--- config.mk ---
export PLATFORM = sky130hd
export DESIGN_NAME = inv_shift_rows_stream_flat
export DESIGN_NICKNAME = d
export VERILOG_FILES = /design/src/rtl/aes_pkg.sv /design/src/rtl/inv_shift_rows_stream_if.sv /design/src/rtl/inv_shift_rows.sv /design/src/rtl/inv_shift_rows_stream.sv /design/src/flat_wrapper.sv
export SDC_FILE = /design/constraint.sdc
export NUM_CORES = 1
export LEC_CHECK = 0
export ABC_CLOCK_PERIOD_IN_PS = 13200
export BUFFER_PORTS_ARGS = -buffer_cell sky130_fd_sc_hd__buf_2
export CAP_MARGIN = 0
export CELL_PAD_IN_SITES_DETAIL_PLACEMENT = 0
export CELL_PAD_IN_SITES_GLOBAL_PLACEMENT = 1
export CORE_UTILIZATION = 40
export DETAILED_ROUTE_END_ITERATION = 8
export PLACE_DENSITY_LB_ADDON = 0.12
export SLEW_MARGIN = 0
export SYNTH_ARGS = -nofsm -noshare
export SYNTH_HDL_FRONTEND = slang
export SYNTH_SLANG_ARGS = --single-unit
--- constraint.sdc ---
create_clock -name clk -period 13.2 [get_ports clk]
set_input_delay 2.64 -clock clk [delete_from_list [all_inputs] [get_ports clk]]
set_output_delay 2.64 -clock clk [all_outputs]
set_load 0.01 [all_outputs]
--- src/rtl/aes_pkg.sv ---
// -----------------------------------------------------------------------------
// aes_pkg
// Shared constants, types and helpers for the word-serial AES datapath stages.
//   NB      : columns per AES state (and bytes per column)
//   BYTE_W  : width of one state byte
//   col_t   : one state column, row 0 in the most significant byte
//   state_t : a whole state, NB columns
//   get_byte(col, row) : extracts byte 'row' of a column (row 0 = MSB)
// -----------------------------------------------------------------------------
package aes_pkg;

    localparam int NB     = 4;
    localparam int BYTE_W = 8;
    localparam int REG_W  = NB * BYTE_W;

    typedef logic [REG_W-1:0] col_t;
    typedef col_t state_t [NB];

    // Row 0 sits in the top byte, so higher rows need a smaller shift.
    function automatic logic [BYTE_W-1:0] get_byte(input col_t col, input int unsigned row);
        get_byte = BYTE_W'(col >> (BYTE_W * (NB - 1 - row)));
    endfunction

endpackage

--- src/rtl/inv_shift_rows_stream_if.sv ---
// -----------------------------------------------------------------------------
// inv_shift_rows_stream_if
// Bundles the input and output column streams of inv_shift_rows_stream.
//   in_valid / in_ready / in_data              : column stream into the block
//   out_valid / out_ready / out_data / out_last : permuted column stream out
// Modports:
//   slave  : the inv_shift_rows_stream block itself
//   master : the environment feeding and draining the block
//
// Handshake (both streams): a beat transfers on a rising clock edge where
// valid && ready. Once valid is raised it stays high, with data/last stable,
// until that transfer happens. ready may depend on the receiver's registered
// state only, never combinationally on valid.
// -----------------------------------------------------------------------------
interface inv_shift_rows_stream_if #(
    parameter int regSize = 32
);

    logic               in_valid;
    logic               in_ready;
    logic [regSize-1:0] in_data;

    logic               out_valid;
    logic               out_ready;
    logic [regSize-1:0] out_data;
    logic               out_last;

    modport slave (
        input  in_valid, in_data, out_ready,
        output in_ready, out_valid, out_data, out_last
    );

    modport master (
        output in_valid, in_data, out_ready,
        input  in_ready, out_valid, out_data, out_last
    );

endinterface

--- src/rtl/inv_shift_rows.sv ---
// -----------------------------------------------------------------------------
// inv_shift_rows
// Combinational AES InvShiftRows on a whole state.
//   vect_in  : input state, vecSize columns of regSize bits
//   vect_out : permuted state; out column c, row r = in column (c - r) mod
//              vecSize, row r. Row r occupies bits regSize-1-8r : regSize-8-8r.
// -----------------------------------------------------------------------------
module inv_shift_rows
    import aes_pkg::*;
#(
    parameter int regSize = 32,
    parameter int vecSize = 4
) (
    input  logic [regSize-1:0] vect_in  [vecSize],
    output logic [regSize-1:0] vect_out [vecSize]
);

    localparam int ROWS = regSize / BYTE_W;

    // Pure wiring: every byte lane is routed from a fixed source column.
    for (genvar c = 0; c < vecSize; c++) begin : g_col
        for (genvar r = 0; r < ROWS; r++) begin : g_row
            localparam int HI  = regSize - 1 - BYTE_W * r;
            localparam int SRC = (c - r + vecSize) % vecSize;
            assign vect_out[c][HI -: BYTE_W] = vect_in[SRC][HI -: BYTE_W];
        end
    end

endmodule

--- src/rtl/inv_shift_rows_stream.sv ---
// -----------------------------------------------------------------------------
// inv_shift_rows_stream
// Word-serial InvShiftRows stage. Collects a state one column per beat into
// one half of a ping-pong buffer, then streams the permuted state out one
// column per beat from the other half, sustaining one column per cycle.
//   clk  : clock
//   rst  : asynchronous active-high reset, discards all buffered data
//   clr  : synchronous soft clear, same effect as rst, wins over handshakes
//   bus  : stream interface (slave modport)
//          in_valid/in_ready/in_data   : input columns, row 0 in the MSB
//          out_valid/out_ready/out_data: permuted output columns (0 when idle)
//          out_last                    : final column of a state
// -----------------------------------------------------------------------------
module inv_shift_rows_stream
    import aes_pkg::*;
#(
    parameter int regSize = 32,
    parameter int vecSize = 4
) (
    input  logic                   clk,
    input  logic                   rst,
    input  logic                   clr,
    inv_shift_rows_stream_if.slave bus
);

    localparam int              CW       = (vecSize > 1) ? $clog2(vecSize) : 1;
    localparam logic [CW-1:0]   LAST_COL = CW'(vecSize - 1);

    // The permutation only makes sense on a square byte matrix.
    if (regSize / BYTE_W != vecSize) begin : g_size_check
        $error("inv_shift_rows_stream: regSize/8 must equal vecSize");
    end

    logic [regSize-1:0] mem_q [2][vecSize];
    logic [1:0]         full_q;
    logic               wsel_q;
    logic               rsel_q;
    logic [CW-1:0]      wcol_q;
    logic [CW-1:0]      rcol_q;

    logic               in_fire;
    logic               out_fire;
    logic [regSize-1:0] rd_state   [vecSize];
    logic [regSize-1:0] perm_state [vecSize];

    // Ready looks only at registered flags, so a buffer freed on one edge
    // becomes writable from the following cycle.
    assign bus.in_ready  = !full_q[wsel_q];
    assign bus.out_valid = full_q[rsel_q];

    assign in_fire  = bus.in_valid && bus.in_ready;
    assign out_fire = bus.out_valid && bus.out_ready;

    // Column storage carries no reset; the full flags decide what is valid.
    always_ff @(posedge clk) begin
        if (in_fire && !clr) begin
            mem_q[wsel_q][wcol_q] <= bus.in_data;
        end
    end

    // Write and read side only ever touch different halves (wsel != rsel
    // whenever both fire), so both updates can land on the same edge.
    always_ff @(posedge clk or posedge rst) begin
        if (rst) begin
            full_q <= 2'b00;
            wsel_q <= 1'b0;
            rsel_q <= 1'b0;
            wcol_q <= '0;
            rcol_q <= '0;
        end else if (clr) begin
            full_q <= 2'b00;
            wsel_q <= 1'b0;
            rsel_q <= 1'b0;
            wcol_q <= '0;
            rcol_q <= '0;
        end else begin
            if (in_fire) begin
                if (wcol_q == LAST_COL) begin
                    wcol_q         <= '0;
                    full_q[wsel_q] <= 1'b1;
                    wsel_q         <= ~wsel_q;
                end else begin
                    wcol_q <= wcol_q + 1'b1;
                end
            end
            if (out_fire) begin
                if (rcol_q == LAST_COL) begin
                    rcol_q         <= '0;
                    full_q[rsel_q] <= 1'b0;
                    rsel_q         <= ~rsel_q;
                end else begin
                    rcol_q <= rcol_q + 1'b1;
                end
            end
        end
    end

    always_comb begin
        for (int i = 0; i < vecSize; i++) begin
            rd_state[i] = mem_q[rsel_q][i];
        end
    end

    inv_shift_rows #(
        .regSize (regSize),
        .vecSize (vecSize)
    ) u_inv_shift_rows (
        .vect_in  (rd_state),
        .vect_out (perm_state)
    );

    // Output is a pure function of registered state, so it holds under stall.
    assign bus.out_data = bus.out_valid ? perm_state[rcol_q] : '0;
    assign bus.out_last = bus.out_valid && (rcol_q == LAST_COL);

endmodule

--- src/flat_wrapper.sv ---
// flat-port wrapper written by rule: the top's interface ports become plain ports
module inv_shift_rows_stream_flat import aes_pkg::*;
#(
    parameter int regSize = 32,
    parameter int vecSize = 4
)
  (clk, rst, clr, bus_in_valid, bus_in_data, bus_out_ready, bus_in_ready, bus_out_valid, bus_out_data, bus_out_last);
  inv_shift_rows_stream_if #(.regSize(regSize)) bus_i ();
  input  logic clk;
  input  logic rst;
  input  logic clr;
  input wire logic [$bits(bus_i.in_valid)-1:0] bus_in_valid;
  input wire logic [$bits(bus_i.in_data)-1:0] bus_in_data;
  input wire logic [$bits(bus_i.out_ready)-1:0] bus_out_ready;
  output wire logic [$bits(bus_i.in_ready)-1:0] bus_in_ready;
  output wire logic [$bits(bus_i.out_valid)-1:0] bus_out_valid;
  output wire logic [$bits(bus_i.out_data)-1:0] bus_out_data;
  output wire logic [$bits(bus_i.out_last)-1:0] bus_out_last;
  assign bus_i.in_valid = bus_in_valid;
  assign bus_i.in_data = bus_in_data;
  assign bus_i.out_ready = bus_out_ready;
  assign bus_in_ready = bus_i.in_ready;
  assign bus_out_valid = bus_i.out_valid;
  assign bus_out_data = bus_i.out_data;
  assign bus_out_last = bus_i.out_last;
  inv_shift_rows_stream #(.regSize(regSize), .vecSize(vecSize)) u_core (.clk(clk), .rst(rst), .clr(clr), .bus(bus_i));
endmodule
==> flow_summary.json, run 1 <==
{
  "drt-met1-wl_um": 9590,
  "cts.repair.resized": 0,
  "setup_viol": 0,
  "yosysTopAreaCellShare_pct": 73.6,
  "cp-start-kind": "register",
  "cts_buffers": 28,
  "yosys_most_used_dff": "edfxtp_1",
  "die_area_mm2": 0.0268,
  "ys_seq_area_share_pct": 75.5,
  "n_fill_cell": 2177,
  "critPathRequiredTime_ps": 10560,
  "overflow": 0,
  "cts-htree-levels": 1,
  "dp_cells": 929,
  "drv_slew": 0,
  "slew_headroom_pct": 28.2,
  "path_clk_slew_ps": 60,
  "cts_tree": "yes",
  "peakVddDrop_mv": 0.111,
  "diodes": 0,
  "rows": 58,
  "routed_via_density": 5.24,
  "worst-setup-path-type": "register to output pin",
  "fin_crit_sh_pct": 42.5,
  "hold_violations": 0,
  "avgSynthCellArea_um2": 19.2,
  "track_usage_pct": 16.5,
  "synth_fp_nets": 586,
  "dpl.hpwl_um": 11500,
  "critical_path_arrival_ps": 2970,
  "synthMostInstantiatedCell": "edfxtp_1",
  "wl_met2_um": 10600,
  "finClkSkew_ps": 8.87,
  "io_pins": 72,
  "p_leak_nw": 3.78,
  "clock_path_buffers": 3,
  "synthCells": 544,
  "drc": 0,
  "finalNonFillerCells": 981,
  "vias": 5140,
  "grt_max_degree": 56,
  "top_layer": "met4",
  "wl_per_cell_um": 21.9,
  "outcome": "finished clean",
  "grt_setup_unrepaired": "no",
  "synth_common_cells": "256 x edfxtp_1, 130 x mux2i_1, 32 x o22a_1, 30 x o221ai_2, 15 x buf_2",
  "initial_core_util_pct": 41.1,
  "worst_pin_slew_ps": 1080,
  "cap_violations": 0,
  "fmax_mhz": 178,
  "wirelength_um": 21500,
  "ys_types": 30,
  "worst_skew_pair.late_latency_ps": 530,
  "cp-end-kind": "output pin",
  "dieWidth_um": 164,
  "setup_tns_ps": 0,
  "core-area_mm2": 0.0254,
  "die_h_um": 164,
  "p_per_area_mw_per_mm2": 140,
  "grt_pass1_vias": 5321,
  "period_needed_ps": 5610,
  "synth-edff-count": 256,
  "wl_met3_um": 757,
  "antenna_left": 0,
  "dr.pass1.iters": 6,
  "hold_buffers": 0,
  "drt-initial-drc-count": 292,
  "final_layout_size_suffix_gt1_share_pct": 24.9,
  "yosys_register_bits": 264,
  "gp_congestion": 0.713,
  "grt_pass1_wl_um": 32500,
  "ys_top_cells_by_area": "edfxtp_1 74%, mux2i_1 12%, o221ai_2 4.3%",
  "clock-sinks": 264,
  "netlist_area_mm2": 0.0104,
  "cts_setup_buffers": 0,
  "synth_top_area_cell": "edfxtp_1",
  "cts_root_buf": "clkbuf_16",
  "synth_warnings": 0,
  "antenna_found_initial": 0,
  "area_delta_synth_final_pct": 15.3,
  "port_buffers": 71,
  "ys_async_sr_fraction_pct": 3.03,
  "worstHoldPathType": "register to register",
  "cp_max_fo": 55,
  "nNetsFinal": 671
}
-- cells by family after synthesis --
kind of cell	share of synthesized area, %
fa+ha+maj	0.599
mux	12.5
simple gates	1.41
compound gates	7.96
buf+inv	2.08
flops	75.5
-- routing by layer --
layer	vias to the layer above	GRT usage (%)
met4	0	4.38
met3	32	2.72
met2	86	28.5
met1	2632	21.5
li1	2390	-
met5	-	0
-- layout by cell type (no fill, tap or decap), types with 5 or more instances in the layout --
cell type | Yosys | final
buf_4 | 5 | 16
ha_1 | 5 | 5
edfxtp_1 | 256 | 256
clkbuf_1 | 7 | 5
o22a_1 | 32 | 32
nand2_1 | 7 | 7
o21ai_0 | 5 | 5
buf_2 | 15 | 71
clkbuf_16 | 0 | 29
dfrtp_1 | 8 | 7
mux2i_1 | 130 | 130
clkinv_1 | 0 | 13
inv_1 | 6 | 6
o221ai_2 | 30 | 30
-- power breakdown --
group / switching, mW / internal (mW)
Sequential: 0.00359 / 0.932
Clock: 0.296 / 0.416
Combinational: 0.0286 / 0.0118
-- sequential cells by signal, summed over array words and instances, names as in the netlist --
| name | count |
|---|---|
| u_core.mem_q | 256 |
| u_core.rsel_q | 1 |
| u_core.wcol_q | 2 |
| u_core.full_q | 2 |
| u_core.wsel_q | 1 |
| u_core.rcol_q | 2 |
-- worst paths after layout --
path / from / depth (start not counted) / slack (ps) / to
hold / removal: u_core.wcol_q[0] / 3 / 630 / u_core.wcol_q[0]
max in group asynchronous: rst / 2 / 10860 / u_core.rcol_q[0]
setup / recovery: u_core.rcol_q[0] / 5 / 7590 / bus_out_data[16]
min in group asynchronous: rst / 2 / 2060 / u_core.rcol_q[0]
hold reg to reg: u_core.wcol_q[0] / 3 / 630 / u_core.wcol_q[0]
setup reg to reg: u_core.wcol_q[0] / 5 / 10750 / u_core.mem_q[0][53]
-- critical path, stage by stage, from the launching register on --
cell and delay, ps:
dfrtp_4 800, buf_4 830, mux2i_1 290, o22a_1 180
o221ai_2 80, buf_2 170
-- stage by stage --
stage / total power [mW] / hold WS, ps / util [%] / setup WS [ps] / area (um^2)
after floorplan: 0.971 / 567 / - / 6740 / 10400
after global placement: 0.992 / 606 / 44.1 / 8080 / 11200
after detailed placement: 0.994 / 628 / 44.1 / 8060 / 11200
after CTS: 1.71 / 641 / 47.4 / 7490 / 12000
after global routing: 1.75 / 673 / 47.4 / 7390 / 12000
final: 1.69 / 633 / 47.4 / 7590 / 12000
-- layout make-up --
class | instances | area (um^2) | area share, %
clock buffers | 34 | 744 | 6.18
clock inverters | 18 | 101 | 0.841
inverters | 6 | 22.5 | 0.187
multi-input cells | 242 | 2400 | 19.9
repair buffers | 87 | 475 | 3.95
flip-flops and latches | 264 | 7890 | 65.5
well taps | 330 | 413 | 3.43
Power figures use the tool's default switching activity.
==> inputs of run 2 (changes only) <==
--- a/config.mk
+++ b/config.mk
@@ -5,7 +5,7 @@
 export SDC_FILE = /design/constraint.sdc
 export NUM_CORES = 1
 export LEC_CHECK = 0
-export ABC_CLOCK_PERIOD_IN_PS = 13200
+export ABC_CLOCK_PERIOD_IN_PS = 4700
 export BUFFER_PORTS_ARGS = -buffer_cell sky130_fd_sc_hd__buf_2
 export CAP_MARGIN = 0
 export CELL_PAD_IN_SITES_DETAIL_PLACEMENT = 0
==> constraint.sdc (replaced) <==
create_clock -name clk -period 4.7 [get_ports clk]
set_input_delay 0.94 -clock clk [delete_from_list [all_inputs] [get_ports clk]]
set_output_delay 0.94 -clock clk [all_outputs]
set_load 0.01 [all_outputs]
==> run 2 against run 1 <==
  * Clock power rose to 2.7 times the previous value
  * Final cell count down 0.10%
  * Non-clock buffer count up 2
  * Global-route usage down 0.52 points
  * Die area unchanged
  * Critical path depth down 1
  * Register-to-register slack worse by 8300 ps
  * First-iteration DRC count up 7.9%
  * Sequential share of layout area down 0.12 points
  * Highest routed layer unchanged
==> flow_summary.json, run 2 (same netlist as run 1, synthesis figures left out) <==
{
  "outcome": "finished clean",
  "clock-sinks": 264,
  "cp-start-kind": "register",
  "final_core_util_pct": 47.5,
  "finClkSkew_ps": 27.0,
  "worst-setup-path-type": "register to output pin",
  "track_usage_pct": 16.0,
  "cp_max_fo": 14,
  "setup_viol": 0,
  "critical_path_arrival_ps": 2800,
  "wirelength_um": 20800,
  "dr.pass1.iters": 4,
  "worstHoldPathType": "input pin to asynchronous set/reset pin",
  "netSwitchingFraction_pct": 19.6,
  "final_layout_size_suffix_gt1_share_pct": 25.3,
  "area_delta_synth_final_pct": 15.5,
  "grt_pass1_vias": 5159,
  "grt_max_degree": 45,
  "drc": 0,
  "cts.repair.resized": 0,
  "drt-initial-drc-count": 315,
  "fmax_mhz": 267,
  "setup_tns_ps": 0,
  "antenna_left": 0,
  "cts_tree": "yes",
  "overflow": 0,
  "final_cell_mix": "256 x edfxtp_1, 130 x mux2i_1, 71 x buf_2",
  "critPathRequiredTime_ps": 3760,
  "cts_setup_buffers": 0,
  "nNetsFinal": 672,
  "largest_register_ffs": 256,
  "p_per_area_mw_per_mm2": 388,
  "vias": 5130,
  "dieWidth_um": 164,
  "hold_buffers": 0,
  "p_seq_share_pct": 56.1,
  "port_buffers": 71,
  "hold_violations": 0,
  "die_area_mm2": 0.0268,
  "wl_per_cell_um": 21.3,
  "cts-htree-levels": 1,
  "worst_pin_slew_ps": 1140,
  "initial_core_util_pct": 41.1,
  "cts_root_buf": "clkbuf_16",
  "period_needed_ps": 3740,
  "final_common_cell": "edfxtp_1",
  "peakVddDrop_mv": 0.278,
  "cap_violations": 0,
  "combPwrFrac_pct": 2.5,
  "fin_crit_sh_pct": 79.6,
  "p_sw_uw": 920,
  "grt_setup_unrepaired": "no",
  "path_clk_slew_ps": 60,
  "io_pins": 72,
  "grt_pass1_wl_um": 31600,
  "p_leak_nw": 3.78,
  "power.internal_mw": 3.77,
  "die_h_um": 164,
  "routed_via_density": 5.23,
  "drv_slew": 0,
  "dpl.hpwl_um": 11900,
  "p_clk_share_pct": 41.4,
  "rows": 58,
  "slew_headroom_pct": 23.2,
  "worst_skew_pair.late_latency_ps": 540,
  "cp-end-kind": "output pin",
  "top_register": "u_core.mem_q",
  "clock_path_buffers": 3,
  "gp_congestion": 0.704,
  "antenna_found_initial": 2,
  "core-area_mm2": 0.0254,
  "cts_buffers": 27
}
==> run 2: routing by layer <==
metal,wire length (um),vias up,track usage [%]
met4,339,0,3.49
met2,10300,102,27.1
met3,855,31,2.77
li1,-,2403,-
met1,9330,2594,21.5
met5,0,-,0
==> run 2: per-stage QoR <==
| step | hold WS, ps | cells | instance area [um^2] | total power [mW] | setup slack (ps) |
|---|---|---|---|---|---|
| after global placement | 603 | 931 | 11300 | 2.79 | 1600 |
| after global routing | 344 | 978 | 12100 | 4.83 | 794 |
| after CTS | 324 | 978 | 12100 | 4.74 | 926 |
| after detailed placement | 624 | 931 | 11300 | 2.80 | 1500 |
| after floorplan | 567 | 544 | 10500 | 2.73 | 829 |
| final | 331 | 980 | 12100 | 4.69 | 960 |
==> run 2: worst max-delay path, stage by stage (launching register included) <==
cell      delay (ps)
dfrtp_1          610
nand3b_1         740
buf_4            500
o221ai_2         220
buf_2            180
==> run 2: cell type report <==
type | count | area, um^2
Clock buffer | 36 | 709
Fill cell | 2155 | 13300
Clock inverter | 11 | 92.6
Sequential cell | 264 | 7890
Inverter | 6 | 22.5
Timing Repair Buffer | 89 | 528
Multi-Input combinational cell | 242 | 2410
Antenna cell | 2 | 5.00
Tap cell | 330 | 413
==> run 2: worst paths after layout <==
| kind | startpoint | end | slack [ps] | depth (start not counted) |
|---|---|---|---|---|
| setup / recovery | u_core.full_q[0] | bus_out_data[6] | 960 | 4 |
| min in group clk | u_core.wcol_q[0] | u_core.wcol_q[0] | 620 | 3 |
| setup reg to reg | u_core.wsel_q | u_core.mem_q[1][74] | 2410 | 3 |
| hold / removal | rst | u_core.rcol_q[1] | 330 | 2 |
| hold reg to reg | u_core.wcol_q[0] | u_core.wcol_q[0] | 620 | 3 |
| max in group asynchronous | rst | u_core.rcol_q[0] | 4080 | 2 |
==> run 2: power groups by stage <==
stage          Sequential (mW)  Clock (mW)  Combinational, mW
2_1_floorplan             2.68           0             0.0528
4_1_cts                   2.63        1.99              0.120
5_1_grt                   2.63        2.08              0.130
3_3_place_gp              2.68           0              0.114
6_report                  2.63        1.94              0.116
3_5_place_dp              2.68           0              0.120
